--- src/rtl/sd_cmd_pkg.sv ---
// Shared types and frame widths for the SD command-layer master.
package sd_cmd_pkg;

  localparam int CMD_INDEX_W = 6;
  localparam int CMD_ARG_W   = 32;
  localparam int CMD_FRAME_W = CMD_INDEX_W + CMD_ARG_W;

  // Command sequencing phases: issue, wait for the PHY to take the frame,
  // wait for the response, then hold results until the host lets go.
  typedef enum logic [1:0] {
    IDLE      = 2'd0,
    WAIT_ACK  = 2'd1,
    WAIT_RESP = 2'd2,
    DONE      = 2'd3
  } cmd_state_e;

endpackage

--- src/rtl/sd_cmd_master.sv ---
// SD command-layer master: packs {index, argument} for the CMD physical
// layer, runs the two REQ/ACK handshakes and reports status to the host.
module sd_cmd_master
  import sd_cmd_pkg::*;
(
  input  logic                   CLK_host,
  input  logic                   reset,
  input  logic                   new_cmd,
  input  logic                   ACK_in,
  input  logic                   REQ_in,
  input  logic                   physical_waiting_cmd,
  input  logic [CMD_ARG_W-1:0]   cmd_arg,
  input  logic [CMD_INDEX_W-1:0] cmd_index,
  input  logic [CMD_FRAME_W-1:0] cmd_response,
  input  logic                   timeout_error_from_physical,
  output logic                   cmd_busy,
  output logic                   cmd_complete,
  output logic                   REQ_out,
  output logic                   ACK_out,
  output logic                   timeout_error,
  output logic [CMD_ARG_W-1:0]   response_arg,
  output logic [CMD_INDEX_W-1:0] response_index,
  output logic [CMD_FRAME_W-1:0] cmd_to_physical
);

  cmd_state_e             state_q, state_d;
  logic                   cmd_busy_q, cmd_busy_d;
  logic                   cmd_complete_q, cmd_complete_d;
  logic                   req_out_q, req_out_d;
  logic                   ack_out_q, ack_out_d;
  logic                   timeout_error_q, timeout_error_d;
  logic [CMD_ARG_W-1:0]   response_arg_q, response_arg_d;
  logic [CMD_INDEX_W-1:0] response_index_q, response_index_d;
  logic [CMD_FRAME_W-1:0] cmd_frame_q, cmd_frame_d;

  // The PHY idle flag is reserved; it deliberately gates nothing.
  logic unused_physical_waiting;
  assign unused_physical_waiting = physical_waiting_cmd;

  // Next-state and next-output decode; everything holds unless a phase moves on.
  always_comb begin
    state_d          = state_q;
    cmd_busy_d       = cmd_busy_q;
    cmd_complete_d   = cmd_complete_q;
    req_out_d        = req_out_q;
    ack_out_d        = ack_out_q;
    timeout_error_d  = timeout_error_q;
    response_arg_d   = response_arg_q;
    response_index_d = response_index_q;
    cmd_frame_d      = cmd_frame_q;

    unique case (state_q)
      IDLE: begin
        if (new_cmd) begin
          cmd_frame_d     = {cmd_index, cmd_arg};
          req_out_d       = 1'b1;
          cmd_busy_d      = 1'b1;
          cmd_complete_d  = 1'b0;
          timeout_error_d = 1'b0;
          state_d         = WAIT_ACK;
        end
      end

      WAIT_ACK: begin
        if (timeout_error_from_physical) begin
          timeout_error_d = 1'b1;
          cmd_complete_d  = 1'b1;
          cmd_busy_d      = 1'b0;
          req_out_d       = 1'b0;
          state_d         = DONE;
        end else if (ACK_in) begin
          req_out_d = 1'b0;
          state_d   = WAIT_RESP;
        end
      end

      WAIT_RESP: begin
        if (timeout_error_from_physical) begin
          timeout_error_d = 1'b1;
          cmd_complete_d  = 1'b1;
          cmd_busy_d      = 1'b0;
          req_out_d       = 1'b0;
          state_d         = DONE;
        end else if (REQ_in) begin
          response_index_d = cmd_response[CMD_FRAME_W-1:CMD_ARG_W];
          response_arg_d   = cmd_response[CMD_ARG_W-1:0];
          ack_out_d        = 1'b1;
          cmd_complete_d   = 1'b1;
          cmd_busy_d       = 1'b0;
          state_d          = DONE;
        end
      end

      DONE: begin
        // ACK follows REQ down; a held-high new_cmd keeps us parked here.
        ack_out_d = ack_out_q & REQ_in;
        if (!REQ_in && !new_cmd) begin
          state_d = IDLE;
        end
      end

      default: begin
        state_d = IDLE;
      end
    endcase
  end

  // State and output registers with synchronous reset.
  always_ff @(posedge CLK_host) begin
    if (reset) begin
      state_q          <= IDLE;
      cmd_busy_q       <= 1'b0;
      cmd_complete_q   <= 1'b0;
      req_out_q        <= 1'b0;
      ack_out_q        <= 1'b0;
      timeout_error_q  <= 1'b0;
      response_arg_q   <= '0;
      response_index_q <= '0;
      cmd_frame_q      <= '0;
    end else begin
      state_q          <= state_d;
      cmd_busy_q       <= cmd_busy_d;
      cmd_complete_q   <= cmd_complete_d;
      req_out_q        <= req_out_d;
      ack_out_q        <= ack_out_d;
      timeout_error_q  <= timeout_error_d;
      response_arg_q   <= response_arg_d;
      response_index_q <= response_index_d;
      cmd_frame_q      <= cmd_frame_d;
    end
  end

  assign cmd_busy        = cmd_busy_q;
  assign cmd_complete    = cmd_complete_q;
  assign REQ_out         = req_out_q;
  assign ACK_out         = ack_out_q;
  assign timeout_error   = timeout_error_q;
  assign response_arg    = response_arg_q;
  assign response_index  = response_index_q;
  assign cmd_to_physical = cmd_frame_q;

endmodule

--- config.mk ---
export PLATFORM = sky130hd
export DESIGN_NAME = sd_cmd_master
export DESIGN_NICKNAME = d
export VERILOG_FILES = /design/src/rtl/sd_cmd_pkg.sv /design/src/rtl/sd_cmd_master.sv
export SDC_FILE = /design/constraint.sdc
export NUM_CORES = 1
export LEC_CHECK = 0
export ABC_AREA = 1
export CAP_MARGIN = 20
export CORE_MARGIN = 4
export CORE_UTILIZATION = 39
export DETAILED_ROUTE_END_ITERATION = 10
export PLACE_DENSITY_LB_ADDON = 0.3
export SYNTH_ARGS = -nofsm -noshare
export SYNTH_HDL_FRONTEND = slang
export SYNTH_SLANG_ARGS = --single-unit
export TNS_END_PERCENT = 50
--- constraint.sdc ---
create_clock -name CLK_host -period 1.7 [get_ports CLK_host]
set_clock_uncertainty 0.15 [all_clocks]
set_input_delay 0.34 -clock CLK_host [delete_from_list [all_inputs] [get_ports CLK_host]]
set_output_delay 0.34 -clock CLK_host [all_outputs]
set_load 0.03 [all_outputs]
==> reports/qor.csv, run 1 <==
stage,metric,value,unit
status,run_status,finished clean,
clocking,cts_tree,built,
routing,detail_route.wl_per_cell,13.36,um
setup_path,critPathRequiredTime,1.76,ns
clocking,ctsHoldBuffers,0,
clocking,clock_insertion_delay_worst_skew,0.33,ns
synth,postSynthAreaPerCell,7.871,um^2
grt,grt_overflow,0,
setup_path,r2r-start,state_q[0],
synth,postSynthRegisterBits,83,
synth,synthMostInstantiatedCell,sky130_fd_sc_hd__nor2_1,
setup_path,worstPathArrival,1.67,ns
floorplanning,design.core.area,0.007807,mm^2
synth,synth_edf_count,0,
floorplanning,die_height,98.08,um
grt,via_count_of_the_first_global_routing_pass,2976,
clocking,clk_transition_reported_paths,0.08,ns
routing,avgViaCountPerCell,4.750,
synth,yosysTopAreaCell,sky130_fd_sc_hd__dfxtp_1,
setup_path,r2r_slack,0.09,ns
grt,antenna_found_initial,0,
place,total_placed_cells_including_tap_cells,660,
synth,synth.top_cell.area_share,0.5251,
synth,post_synth_most_frequent_cells,"sky130_fd_sc_hd__nor2_1, sky130_fd_sc_hd__dfxtp_1, sky130_fd_sc_hd__o21ai_0",
clocking,total_cts_buffers,9,
sta,max_slew.worst_pin.slew,0.3495,ns
routing,wl,9029,um
min_path,hold_depth,2,
synth,synth_area_leaders,"sky130_fd_sc_hd__dfxtp_1, sky130_fd_sc_hd__nor2_1, sky130_fd_sc_hd__o21ai_0, sky130_fd_sc_hd__a21oi_1, sky130_fd_sc_hd__inv_1",
place,place_area,0.004933,mm^2
floorplanning,io_pins,164,
setup_path,setup.worst_path.end_class,flop,
floorplanning,chipWidth,98.08,um
synth,synth_seq_area_share,0.5251,
place,io_buffer_count,162,
place,dp_slack,-0.1052,ns
routing,routed-via-count,3211,
clocking,cts_sinks,83,
synth,synth_area,0.003164,mm^2
grt,largest_net_degree_at_the_start_of_global_routing,74,
sta,final_min_period_over_clock_period,0.9481,
final_layout,post_route_cells_drive_above_1_share,0.06969,
final_layout,antenna_cells_inserted,0,
setup_path,type_of_element_launching_the_critical_path,flop,
min_path,worstHoldPathType,reg2reg,
setup_path,worst-setup-path-type,reg2reg,
clocking,h-tree-depth,3,
routing,detail_route.drc_violations,0,
sta,hold-worst-slack,0.2868,ns
synth,total_nets_after_synthesis,491,
floorplanning,initial_core_util,0.4053,
sta,final-hold-violation-count,0,
run,maxCapViolCount,0,
min_path,hold_start,response_arg[20],
routing,drtPass1Iterations,4,
sta,final.setup.worst_slack,0.08828,ns
power,ir_drop,0.0007099,V
clocking,cts_max_path_buffers,2,
final_layout,postLayoutCoreUtil,0.6454,
power,p_leak,0.002295,uW
final_layout,flow.area_growth_from_synthesis,59.23,%
place,dp.final_hpwl,6595,um
grt,grt_pass1_wl,14170,um
sta,max-slew-margin-rel,0.7680,
final_layout,final_nets,659,
floorplanning,die-area,0.009619,mm^2
sta,finalCriticalPeriod,1.612,ns
clocking,root_buffer,sky130_fd_sc_hd__clkbuf_8,
routing,drt.antenna.violating_nets,0,
synth,synthesis.instances,402,
floorplanning,fp-row-count,32,
routing,detail_route.iter0.violations,86,
setup_path,r2r.worst_path.cells,6,
grt,global_route.usage.total,0.1800,
final_layout,layout.filler_cells,694,
place,gp_congestion,0.8863,
setup_path,maximum_fanout_along_the_worst_path,37,
sta,achievable-frequency,620.5,MHz
synth,yosys_warnings,0,
sta,report.final.slew_viol_count,0,
synth,ys_types,20,
setup_path,reg2reg_to,response_arg[23],
power,power_density,1322,mW/mm^2
final_layout,post-route-cell-area,0.005039,mm^2
sta,finalSetupViolCount,0,
min_path,hold_path_end,response_arg[20],
synth,synth_flop_cell,sky130_fd_sc_hd__dfxtp_1,
synth,asyncSetResetFlopFracSynth,0,
final_layout,layoutNonFillerInstCount,676,
## cell families after synthesis
family	Yosys count	synth area share
buf+inv	73	0.1103
compound gates	124	0.1977
flops	83	0.5251
fa+ha+maj	6	0.02372
simple gates	116	0.1431
## metrics by stage
stage	total power [uW]	setup TNS, ns
global route	7132	-0.02187
global placement	5650	-2.079
floorplan	4462	0
finish	6660	0
detailed placement	5731	-2.747
CTS	6704	0
## worst max path at each step
stage	startpoint	to	slack, ns
2_1_floorplan	state_q[0]	cmd_to_physical[17]	0.18
3_3_place_gp	REQ_in	response_arg[27]	-0.07
3_5_place_dp	new_cmd	cmd_to_physical[18]	-0.11
4_1_cts	timeout_error	timeout_error	0.07
5_1_grt	state_q[0]	response_arg[23]	-0.02
6_report	state_q[0]	response_arg[23]	0.09
## layout make-up
| type | instances | area (um^2) | area share |
|---|---|---|---|
| well taps | 102 | 127.6 | 0.02533 |
| clock buffers | 11 | 141.4 | 0.02806 |
| inverters | 49 | 183.9 | 0.03650 |
| repair buffers | 181 | 1730 | 0.3434 |
| flip-flops and latches | 83 | 1662 | 0.3298 |
| clock inverters | 4 | 27.53 | 0.005463 |
| multi-input cells | 246 | 1166 | 0.2314 |
## metal layers
layer | GRT usage | vias to the layer above | part of all wire
met5 | 0 | - | 0
met4 | 0.06390 | 0 | 0.018
met3 | 0.05714 | 16 | 0.080
met2 | 0.3068 | 132 | 0.50
met1 | 0.2127 | 1449 | 0.41
li1 | - | 1614 | -
## worst max-delay path, cell delays in order, from the launching register on
cell                      delay [ns]
sky130_fd_sc_hd__dfxtp_1        0.32
sky130_fd_sc_hd__inv_1          0.14
sky130_fd_sc_hd__ha_2           0.27
sky130_fd_sc_hd__nand3_4        0.13
sky130_fd_sc_hd__buf_12         0.19
sky130_fd_sc_hd__o21ai_0        0.21
sky130_fd_sc_hd__a21oi_1        0.07
## cell usage in the layout, fill, tap and decap left out, types with 2 or more instances in the layout
master and n:
sky130_fd_sc_hd__clkdlybuf4s50_1 81, sky130_fd_sc_hd__o21ai_1 29, sky130_fd_sc_hd__inv_2 3, sky130_fd_sc_hd__buf_12 4, sky130_fd_sc_hd__dlygate4sd2_1 81, sky130_fd_sc_hd__clkbuf_8 10, sky130_fd_sc_hd__nor2_1 91, sky130_fd_sc_hd__nand4_1 2
sky130_fd_sc_hd__clkinvlp_4 3, sky130_fd_sc_hd__dfxtp_1 83, sky130_fd_sc_hd__a21oi_1 44, sky130_fd_sc_hd__nand3_1 4, sky130_fd_sc_hd__ha_1 5, sky130_fd_sc_hd__o21ai_0 49, sky130_fd_sc_hd__buf_4 14, sky130_fd_sc_hd__nand2_1 16
sky130_fd_sc_hd__inv_1 46
## state kept, by name (all words and copies together) (netlist names)
name             flops
response_arg        32
state_q              2
cmd_complete         1
REQ_out              1
cmd_to_physical     38
cmd_busy             1
timeout_error        1
response_index       6
ACK_out              1
## report_power, final
| group | internal, uW | switching, uW | total [uW] |
|---|---|---|---|
| Clock | 560 | 660 | 1220 |
| Sequential | 2350 | 182 | 2530 |
| Combinational | 1090 | 1820 | 2910 |
| Total | 4000 | 2660 | 6660 |
## timing repair
action / in CTS / in global routing
buffers inserted: 0 / 0
resized for setup: 81 / 3
cloned: 0 / 1
endpoints found under the setup margin: 81 / 20
(Power assumes the default switching activity.)
==> inputs of run 2 (changes only) <==
Settings changed: SLEW_MARGIN set to 15.
==> results of run 2 <==
Final layout, timing and power as in run 1 (identical DEF).
==> inputs of run 3 (changes only) <==
Settings changed: CORE_UTILIZATION 39 to 41, CTS_BUF_LIST set to sky130_fd_sc_hd__clkbuf_8.
==> reports/qor.csv, run 3 (synthesis results as in run 1) <==
stage,metric,value,unit,change
power,ir_drop,0.0008618,V,+21%
place,total_placed_cells_including_tap_cells,654,,-0.91%
floorplanning,chipWidth,95.85,um,-2.3%
power,power_density,1365,mW/mm^2,+3.3%
setup_path,worstPathArrival,1.67,ns,about the same
setup_path,timing.critical_path.slowest_stage_cell,sky130_fd_sc_hd__dfxtp_1,,
sta,final_min_period_over_clock_period,0.9445,,-0.003600
floorplanning,die-area,0.009187,mm^2,-4.5%
floorplanning,io_pins,164,,unchanged
sta,max_slew.worst_pin.slew,0.3609,ns,+0.01146 ns
sta,achievable-frequency,622.8,MHz,+0.38%
clocking,clock_insertion_delay_worst_skew,0.33,ns,about the same
final_layout,post-route-cell-area,0.005021,mm^2,-0.35%
final_layout,post_route_cells_drive_above_1_share,0.06140,,-0.008283
final_layout,antenna_cells_inserted,0,,unchanged
clocking,cts_tree,built,,
setup_path,crit_family,buffers and inverters,,
final_layout,largest_register_ffs,38,,unchanged
run,maxCapViolCount,0,,unchanged
grt,global_route.usage.total,0.1919,,+0.01194
final_layout,flow.area_growth_from_synthesis,58.68,%,
min_path,hold_start,response_arg[17],,
clocking,total_cts_buffers,9,,unchanged
setup_path,r2r-start,state_q[0],,
setup_path,cp.buffers_inverters,2,,unchanged
sta,report.final.slew_viol_count,0,,unchanged
clocking,h-tree-depth,3,,unchanged
final_layout,layout_common_cells,"sky130_fd_sc_hd__nor2_1, sky130_fd_sc_hd__dfxtp_1, sky130_fd_sc_hd__clkdlybuf4s50_1, sky130_fd_sc_hd__dlygate4sd2_1, sky130_fd_sc_hd__inv_1",,
routing,drtPass1Iterations,4,,unchanged
routing,avgViaCountPerCell,4.610,,-3.0%
setup_path,setup.worst_path.end_class,flop,,
setup_path,cp_cell_sequence,inv_1 -> ha_2 -> nand3_2 -> buf_4 -> o21ai_1 -> a21oi_1,,
routing,detail_route.wl_per_cell,13.09,um,-2.0%
setup_path,startpoint,state_q[0],,
clocking,root_buffer,sky130_fd_sc_hd__clkbuf_8,,
routing,routed-via-count,3084,,-4.0%
sta,final-hold-violation-count,0,,unchanged
place,gp_congestion,0.9419,,+6.3%
routing,drt.antenna.violating_nets,0,,unchanged
clocking,cts_sinks,83,,unchanged
floorplanning,design.core.area,0.007370,mm^2,-5.6%
setup_path,worst-path-stages,6,,unchanged
clocking,postCtsSetupBuffers,0,,unchanged
status,run_status,finished clean,,
sta,finalCriticalPeriod,1.606,ns,-0.006119 ns
sta,grt_setup_unrepaired,yes,,
clocking,clk_transition_reported_paths,0.08,ns,about the same
place,dp.final_hpwl,6565,um,-0.46%
floorplanning,fp-row-count,31,,-3.1%
setup_path,r2r.worst_path.cells,6,,unchanged
final_layout,mostFrequentLayoutCell,sky130_fd_sc_hd__nor2_1,,
clocking,cts_max_path_buffers,2,,unchanged
min_path,hold_depth,2,,unchanged
grt,grt_overflow,0,,unchanged
grt,grt_pass1_wl,13820,um,-2.4%
setup_path,maximum_fanout_along_the_worst_path,14,,-62%
place,io_buffer_count,162,,unchanged
routing,detail_route.iter0.violations,77,,-10%
sta,finalSetupViolCount,0,,unchanged
setup_path,critPathRequiredTime,1.76,ns,about the same
power,p_leak,0.002299,uW,+0.16%
place,place_area,0.004907,mm^2,-0.53%
grt,via_count_of_the_first_global_routing_pass,2930,,-1.5%
final_layout,layoutNonFillerInstCount,669,,-1.0%
setup_path,critical-path-max-stage-delay,0.32,ns,about the same
routing,wl,8754,um,-3.0%
final_layout,final_nets,655,,-0.61%
grt,antenna_found_initial,0,,unchanged
floorplanning,initial_core_util,0.4294,,+0.02408
routing,detail_route.drc_violations,0,,unchanged
grt,largest_net_degree_at_the_start_of_global_routing,44,,-41%
sta,max-slew-margin-rel,0.7604,,-0.007608
min_path,worstHoldPathType,reg2reg,,
setup_path,type_of_element_launching_the_critical_path,flop,,
setup_path,worst-setup-path-type,reg2reg,,
floorplanning,die_height,95.85,um,-2.3%
sta,timing.setup.tns,0,ns,unchanged
-- run 3: cell types whose count changed in the layout (fill, tap and decap cells not counted), moves of 2 or more --
cell	delta
sky130_fd_sc_hd__o21ai_1	+4
sky130_fd_sc_hd__clkinvlp_4	-2
sky130_fd_sc_hd__bufinv_16	+2
sky130_fd_sc_hd__buf_4	-4
sky130_fd_sc_hd__inv_1	+2
sky130_fd_sc_hd__o21ai_0	-4
-- run 3: layout make-up --
class / instances / area (um^2)
clock inverters: 6 / 83.83
well taps: 99 / 123.9
flip-flops and latches: 83 / 1663
clock buffers: 9 / 123.9
inverters: 49 / 183.9
multi-input cells: 246 / 1156
repair buffers: 177 / 1687
fillers: 619 / 2349
-- run 3: path summary, 6_finish.rpt --
path,endpoint,slack [ns]
setup / recovery,response_index[5],0.09
hold / removal,response_arg[17],0.29
setup reg to reg,response_index[5],0.09
hold reg to reg,response_arg[17],0.29
-- run 3: tightest hold or removal path, delay by kind of cell (launching register included) --
kind                   cells  cell delay, ns
AOI/OAI and AO/OA          1            0.05
DFF                        1            0.31
buffers and inverters      1            0.04
-- run 3: report_power, final --
| group | switching (uW) | internal [uW] |
|---|---|---|
| Sequential | 188 | 2350 |
| Clock | 675 | 812 |
| Combinational | 1780 | 1050 |
-- run 3: timing repair --
item	CTS	global route
hold buffers	0	0
endpoints found under the setup margin	81	27
gates resized for setup	81	7
-- run 3: stage by stage --
stage | hold WS [ns] | setup WS [ns] | power [uW] | utilization
6_report | 0.2902 | 0.09440 | 6855 | 0.6813
2_1_floorplan | 0.2591 | 0.1845 | 4462 | -
3_3_place_gp | 0.2793 | -0.01896 | 5621 | 0.6659
4_1_cts | 0.2924 | 0.06054 | 6927 | 0.6803
3_5_place_dp | 0.2835 | -0.06127 | 5691 | 0.6659
5_1_grt | 0.3118 | -0.03841 | 7314 | 0.6813
-- run 3: per-layer routing --
metal	track usage	part of all wire	wire length [um]	up-vias
met1	0.2210	0.40	3490	1350
li1	-	-	-	1605
met2	0.3173	0.48	4195	111
met4	0.09005	0.026	227	0
met3	0.06802	0.096	840	18
met5	0	0	0	-
